<file path="src/rtl/grid_access_arbiter_if.sv">
// Request/response bundle between the grid access arbiter, its requesters and the grid BRAM.
interface grid_access_arbiter_if #(
    parameter int unsigned ADDR_W = 15
);
    logic              tg_we;
    logic [ADDR_W-1:0] tg_addr;
    logic [7:0]        tg_input;

    logic              pw_req;
    logic [ADDR_W-1:0] pw_addr;
    logic [7:0]        pw_data;
    logic              pw_ready;

    logic              rd_req;
    logic [ADDR_W-1:0] rd_addr;
    logic              rd_ready;
    logic              rd_valid;
    logic [7:0]        rd_data;

    logic              clear_start;
    logic              clear_busy;

    logic              mem_we;
    logic [ADDR_W-1:0] mem_addr;
    logic [7:0]        mem_din;
    logic [7:0]        mem_dout;

    // Arbiter side
    modport slave (
        input  tg_we, tg_addr, tg_input,
        input  pw_req, pw_addr, pw_data,
        output pw_ready,
        input  rd_req, rd_addr,
        output rd_ready, rd_valid, rd_data,
        input  clear_start,
        output clear_busy,
        output mem_we, mem_addr, mem_din,
        input  mem_dout
    );

    // Requester and memory side
    modport master (
        output tg_we, tg_addr, tg_input,
        output pw_req, pw_addr, pw_data,
        input  pw_ready,
        output rd_req, rd_addr,
        input  rd_ready, rd_valid, rd_data,
        output clear_start,
        input  clear_busy,
        input  mem_we, mem_addr, mem_din,
        output mem_dout
    );
endinterface

</file>
<file path="src/rtl/grid_access_arbiter.sv">
// Single-port character-grid BRAM arbiter: terminal writes first, round-robin between
// processor writes and reads, plus a full-grid clear sweep.
module grid_access_arbiter #(
    parameter int unsigned SCREEN_WIDTH  = 76,
    parameter int unsigned SCREEN_HEIGHT = 256,
    parameter int unsigned READ_LATENCY  = 2,
    parameter logic [7:0]  CLEAR_CHAR    = 8'h00
) (
    input  logic                  pixel_clk_in,
    input  logic                  rst_in,
    grid_access_arbiter_if.slave  bus
);
    localparam int unsigned DEPTH  = SCREEN_WIDTH * SCREEN_HEIGHT;
    localparam int unsigned ADDR_W = $clog2(DEPTH);
    localparam int unsigned VLD_W  = READ_LATENCY + 1;
    localparam logic [ADDR_W-1:0] LAST_ADDR = ADDR_W'(DEPTH - 1);

    typedef enum logic {
        ST_IDLE  = 1'b0,
        ST_CLEAR = 1'b1
    } state_e;

    state_e              state_q, state_d;
    logic [ADDR_W-1:0]   cnt_q, cnt_d;
    logic                rr_rd_q, rr_rd_d;
    logic                mem_we_q, mem_we_d;
    logic [ADDR_W-1:0]   mem_addr_q, mem_addr_d;
    logic [7:0]          mem_din_q, mem_din_d;
    logic [VLD_W-1:0]    vld_q, vld_d;
    logic                busy_q, busy_d;

    logic pw_ready_c, rd_ready_c;
    logic pw_acc_c, rd_acc_c;

    // Grant selection, memory command and sweep sequencing
    always_comb begin
        state_d    = state_q;
        cnt_d      = cnt_q;
        rr_rd_d    = rr_rd_q;
        mem_we_d   = 1'b0;
        mem_addr_d = mem_addr_q;
        mem_din_d  = mem_din_q;
        pw_ready_c = 1'b0;
        rd_ready_c = 1'b0;

        if (state_q == ST_IDLE && !bus.tg_we) begin
            if (bus.pw_req && bus.rd_req) begin
                pw_ready_c = !rr_rd_q;
                rd_ready_c = rr_rd_q;
            end else begin
                pw_ready_c = bus.pw_req;
                rd_ready_c = bus.rd_req;
            end
        end
        pw_acc_c = pw_ready_c & bus.pw_req;
        rd_acc_c = rd_ready_c & bus.rd_req;

        if (bus.tg_we) begin
            mem_we_d   = 1'b1;
            mem_addr_d = bus.tg_addr;
            mem_din_d  = bus.tg_input;
        end else if (state_q == ST_CLEAR) begin
            mem_we_d   = 1'b1;
            mem_addr_d = cnt_q;
            mem_din_d  = CLEAR_CHAR;
        end else if (pw_acc_c) begin
            mem_we_d   = 1'b1;
            mem_addr_d = bus.pw_addr;
            mem_din_d  = bus.pw_data;
            rr_rd_d    = 1'b1;
        end else if (rd_acc_c) begin
            mem_addr_d = bus.rd_addr;
            rr_rd_d    = 1'b0;
        end

        // A terminal write during the sweep steals the slot, so the counter holds
        case (state_q)
            ST_IDLE: begin
                if (bus.clear_start) begin
                    state_d = ST_CLEAR;
                    cnt_d   = '0;
                end
            end
            ST_CLEAR: begin
                if (!bus.tg_we) begin
                    if (cnt_q == LAST_ADDR) state_d = ST_IDLE;
                    else                    cnt_d   = cnt_q + ADDR_W'(1);
                end
            end
            default: state_d = ST_IDLE;
        endcase

        busy_d = (state_d == ST_CLEAR);
        vld_d  = {vld_q[VLD_W-2:0], rd_acc_c};
    end

    always_ff @(posedge pixel_clk_in) begin
        if (rst_in) begin
            state_q    <= ST_IDLE;
            cnt_q      <= '0;
            rr_rd_q    <= 1'b0;
            mem_we_q   <= 1'b0;
            mem_addr_q <= '0;
            mem_din_q  <= '0;
            vld_q      <= '0;
            busy_q     <= 1'b0;
        end else begin
            state_q    <= state_d;
            cnt_q      <= cnt_d;
            rr_rd_q    <= rr_rd_d;
            mem_we_q   <= mem_we_d;
            mem_addr_q <= mem_addr_d;
            mem_din_q  <= mem_din_d;
            vld_q      <= vld_d;
            busy_q     <= busy_d;
        end
    end

    assign bus.pw_ready   = pw_ready_c;
    assign bus.rd_ready   = rd_ready_c;
    assign bus.rd_valid   = vld_q[VLD_W-1];
    assign bus.rd_data    = bus.mem_dout;
    assign bus.clear_busy = busy_q;
    assign bus.mem_we     = mem_we_q;
    assign bus.mem_addr   = mem_addr_q;
    assign bus.mem_din    = mem_din_q;
endmodule

</file>
<file path="src/flat_wrapper.sv">
// flat-port wrapper written by rule: the top's interface ports become plain ports
module grid_access_arbiter_flat 
#(
    parameter int unsigned SCREEN_WIDTH  = 76,
    parameter int unsigned SCREEN_HEIGHT = 256,
    parameter int unsigned READ_LATENCY  = 2,
    parameter logic [7:0]  CLEAR_CHAR    = 8'h00
)
  (pixel_clk_in, rst_in, bus_tg_we, bus_tg_addr, bus_tg_input, bus_pw_req, bus_pw_addr, bus_pw_data, bus_pw_ready, bus_rd_req, bus_rd_addr, bus_rd_ready, bus_rd_valid, bus_rd_data, bus_clear_start, bus_clear_busy, bus_mem_we, bus_mem_addr, bus_mem_din, bus_mem_dout);
  grid_access_arbiter_if #(.ADDR_W((15))) bus_i ();
  input  logic pixel_clk_in;
  input  logic rst_in;
  input wire logic [$bits(bus_i.tg_we)-1:0] bus_tg_we;
  input wire logic [$bits(bus_i.tg_addr)-1:0] bus_tg_addr;
  input wire logic [$bits(bus_i.tg_input)-1:0] bus_tg_input;
  input wire logic [$bits(bus_i.pw_req)-1:0] bus_pw_req;
  input wire logic [$bits(bus_i.pw_addr)-1:0] bus_pw_addr;
  input wire logic [$bits(bus_i.pw_data)-1:0] bus_pw_data;
  output wire logic [$bits(bus_i.pw_ready)-1:0] bus_pw_ready;
  input wire logic [$bits(bus_i.rd_req)-1:0] bus_rd_req;
  input wire logic [$bits(bus_i.rd_addr)-1:0] bus_rd_addr;
  output wire logic [$bits(bus_i.rd_ready)-1:0] bus_rd_ready;
  output wire logic [$bits(bus_i.rd_valid)-1:0] bus_rd_valid;
  output wire logic [$bits(bus_i.rd_data)-1:0] bus_rd_data;
  input wire logic [$bits(bus_i.clear_start)-1:0] bus_clear_start;
  output wire logic [$bits(bus_i.clear_busy)-1:0] bus_clear_busy;
  output wire logic [$bits(bus_i.mem_we)-1:0] bus_mem_we;
  output wire logic [$bits(bus_i.mem_addr)-1:0] bus_mem_addr;
  output wire logic [$bits(bus_i.mem_din)-1:0] bus_mem_din;
  input wire logic [$bits(bus_i.mem_dout)-1:0] bus_mem_dout;
  assign bus_i.tg_we = bus_tg_we;
  assign bus_i.tg_addr = bus_tg_addr;
  assign bus_i.tg_input = bus_tg_input;
  assign bus_i.pw_req = bus_pw_req;
  assign bus_i.pw_addr = bus_pw_addr;
  assign bus_i.pw_data = bus_pw_data;
  assign bus_pw_ready = bus_i.pw_ready;
  assign bus_i.rd_req = bus_rd_req;
  assign bus_i.rd_addr = bus_rd_addr;
  assign bus_rd_ready = bus_i.rd_ready;
  assign bus_rd_valid = bus_i.rd_valid;
  assign bus_rd_data = bus_i.rd_data;
  assign bus_i.clear_start = bus_clear_start;
  assign bus_clear_busy = bus_i.clear_busy;
  assign bus_mem_we = bus_i.mem_we;
  assign bus_mem_addr = bus_i.mem_addr;
  assign bus_mem_din = bus_i.mem_din;
  assign bus_i.mem_dout = bus_mem_dout;
  grid_access_arbiter #(.SCREEN_WIDTH(SCREEN_WIDTH), .SCREEN_HEIGHT(SCREEN_HEIGHT), .READ_LATENCY(READ_LATENCY), .CLEAR_CHAR(CLEAR_CHAR)) u_core (.pixel_clk_in(pixel_clk_in), .rst_in(rst_in), .bus(bus_i));
endmodule
</file>
<file path="config.mk">
export PLATFORM = sky130hd
export DESIGN_NAME = grid_access_arbiter_flat
export DESIGN_NICKNAME = d
export VERILOG_FILES = /design/src/rtl/grid_access_arbiter_if.sv /design/src/rtl/grid_access_arbiter.sv /design/src/flat_wrapper.sv
export SDC_FILE = /design/constraint.sdc
export NUM_CORES = 1
export LEC_CHECK = 0
export BUFFER_PORTS_ARGS = -buffer_cell sky130_fd_sc_hd__buf_4
export CAP_MARGIN = 10
export CORE_MARGIN = 2
export CORE_UTILIZATION = 42
export DETAILED_ROUTE_END_ITERATION = 10
export PLACE_DENSITY = 0.76
export REMOVE_ABC_BUFFERS = 1
export SLEW_MARGIN = 20
export SYNTH_ARGS = -nofsm -noshare
export SYNTH_HDL_FRONTEND = slang
export SYNTH_SLANG_ARGS = --single-unit
export TNS_END_PERCENT = 5
</file>
<file path="constraint.sdc">
create_clock -name pixel_clk_in -period 1.55 [get_ports pixel_clk_in]
set_input_delay 0.31 -clock pixel_clk_in [delete_from_list [all_inputs] [get_ports pixel_clk_in]]
set_output_delay 0.31 -clock pixel_clk_in [all_outputs]
set_load 0.01 [all_outputs]
</file>
==> flow_metrics.py <==
metrics = {
    "sta": {
        "drv_slew": 0,
        "rsz0062_at_grt": "true",
        "fin_skew_ps": 7.02,
        "fmax_ghz": 0.625,
        "hold_violations": 0,
        "finalCritPeriodShare": 1.03,
        "setup_viol": 5,
        "maxSlewHeadroom": 0.709,
        "fin_ws_ps": -51.0,
        "worstMarginPinSlew_ps": 437,
        "fin_crit_ps": 1600,
    },
    "routing": {
        "detail-route-antenna-nets": 0,
        "vias": 2624,
        "wl_um": 6900,
        "firstDrtPassIters": 4,
        "drtIter0Drc": 135,
        "vias_per_cell": 5.61,
        "routedWlPerCell_um": 14.7,
        "drc": 0,
    },
    "die": {
        "die_h_um": 77.6,
        "dieWidth_um": 77.6,
        "io_pins": 111,
        "start_util": 0.440,
        "row_count": 26,
        "die_area_um2": 6020,
        "core_um2": 5170,
    },
    "cts": {
        "cts_tree": "done",
        "clkSlewWorstSetupHoldPaths_ps": 80,
        "insertion_delay_ps": 300,
        "cts_hold_buffers": 0,
        "cts_max_path_buffers": 2,
        "htreeDepth": 2,
        "cts.sinks": 44,
        "cts-root-buf": "clkbuf_8",
        "cts_made_buffers": 5,
    },
    "finish": {
        "nNetsFinal": 473,
        "diodes": 0,
        "area_growth_pct": 48.8,
        "layoutNonFillerInstCount": 468,
        "layout-drive-gt1-share": 0.405,
    },
    "logic_synthesis": {
        "ys.flop_type": "dfxtp_1",
        "synth.distinct_cells": 42,
        "synth.area.top_cells": "dfxtp_1, a221oi_1, nand2_1, o21ai_0, nor2_1",
        "ys_ff_latch": 44,
        "synth_edf_count": 0,
        "synth.top_cell.area_share": 0.387,
        "syn_area_um2": 2270,
        "async_flop_share": 0,
        "synth-seq-area-share": 0.387,
        "avgSynthCellArea_um2": 7.90,
        "synth_most_common_cell": "dfxtp_1",
        "synthCells": 288,
        "synth_top_cell_by_area": "dfxtp_1",
        "synth_commonest_cells": "dfxtp_1, nand2_1, nor2_1",
        "ys.warnings.count": 0,
    },
    "power_and_ir_drop": {
        "power_w": 0.00249,
        "vdd_drop_max_mv": 0.413,
        "power.leakage_nw": 1.44,
        "power_density_nw_per_um2": 736,
    },
    "placement": {
        "hpwl_um": 5260,
        "placed_cells": 459,
        "place_congestion": 0.887,
        "numPortBuffers": 94,
    },
    "setup_path": {
        "cp.required_ps": 1240,
        "worst_setup_path_start_kind": "flop",
        "cp-end-kind": "output pin",
        "cp_data_arrival_time_ps": 1290,
        "cp_max_fo": 22,
        "crit_type": "reg2out",
    },
    "outcome": {
        "status": "complete, but fails checks",
        "failed_checks": "setup timing",
    },
    "grt": {
        "antenna_found_initial": 0,
        "overflow": 0,
        "grt_usage": 0.236,
        "grt_max_degree": 23,
        "grt_pass1_vias": 2618,
        "grt_pass1_wl_um": 11700,
    },
    "min_path": {
        "hold_class": "in2reg",
    },
    "run": {
        "max_cap_violations": 0,
    },
}
report_power, final:
part | total [W] | switching, W | internal [W]
Combinational | 0.000531 | 0.000237 | 0.000294
Sequential | 0.00122 | 0.0000304 | 0.00119
Clock | 0.000745 | 0.000389 | 0.000356
Total | 0.00249 | 0.000656 | 0.00184
through the flow:
step | setup slack [ps] | hold slack, ps | instance area [um2] | setup TNS, ps | util
after floorplan | -719 | 382 | 2120 | -21240 | -
after global placement | -39.3 | 418 | 3210 | -72.8 | 0.620
after detailed placement | -69.6 | 445 | 3210 | -384 | 0.620
final | -51.0 | 273 | 3390 | -157 | 0.655
after global routing | -110 | 268 | 3390 | -930 | 0.655
after CTS | -54.7 | 263 | 3350 | -185 | 0.647
per-layer routing:
layer | part of all wire | GRT usage | vias to the layer above
met5 | 0 | 0 | -
met3 | 0.081 | 0.0744 | 10
met2 | 0.48 | 0.402 | 117
li1 | - | - | 1286
met1 | 0.42 | 0.282 | 1211
met4 | 0.014 | 0.0732 | 0
registers in the layout, indices dropped and copies added, names as in the netlist:
name	count
u_core.rr_rd_q	1
u_core.bus.mem_addr	15
u_core.bus.mem_we	1
u_core.state_q	1
u_core.cnt_q	15
u_core.bus.mem_din	8
u_core.vld_q	3
critical path: stages (launching register included):
cell and delay [ps]:
dfxtp_2 360, buf_12 160, nor3_4 210, buf_6 140, buf_4 110
logic make-up after synthesis:
logic type,after synthesis,share of synthesized area
fa+ha+maj,1,0.00550
mux,2,0.00880
simple gates,128,0.279
compound gates,80,0.246
flops,44,0.387
buf+inv,33,0.0726
layout make-up:
| type | instances | area, um2 |
|---|---|---|
| fill | 455 | 1790 |
| sequential | 44 | 887 |
| multi-input combinational | 211 | 1290 |
| timing repair buffer | 133 | 1020 |
| clock buffer | 6 | 82.6 |
| inverter | 2 | 7.51 |
| tap | 70 | 87.6 |
| clock inverter | 2 | 10.0 |
repair_timing:
item / 4_1_cts / 5_1_grt
endpoints found under the setup margin: 10 / 25
gates resized for setup: 13 / 12
setup buffers: 0 / 1
pin swaps: 1 / 6
final timing paths:
check / cells after the start / startpoint / to / slack, ps
min reg2reg: 1 / u_core.vld_q[0]$_SDFF_PP0_ / u_core.vld_q[1]$_SDFF_PP0_ / 460
min: 3 / bus_rd_addr[6] / u_core.bus.mem_addr[6]$_SDFFE_PP0P_ / 270
max reg2reg: 5 / u_core.cnt_q[12]$_SDFFE_PP0P_ / u_core.cnt_q[0]$_SDFFE_PP0P_ / -40
max: 4 / u_core.state_q$_SDFF_PP0_ / bus_pw_ready / -50
placed cells by master (no fill, tap or decap), types with 2 or more instances in the layout:
cell      instances
a21oi_1          11
o31ai_1           2
o311ai_1          2
clkinv_2          2
buf_4           130
o21ai_0          19
and3_1            2
or3_1            10
dfxtp_1          39
nor4_2            2
nand3_1           5
nor2_1           25
a221oi_1         21
mux2i_1           2
inv_1             2
o41ai_1           2
dfxtp_2           5
nand2_1          42
nor2b_1           3
o211ai_1         13
nand4_1           5
or4_1             2
nor3_1           14
clkbuf_8          6
buf_6             2
and4_1            2
Power figures use the tool's default switching activity.
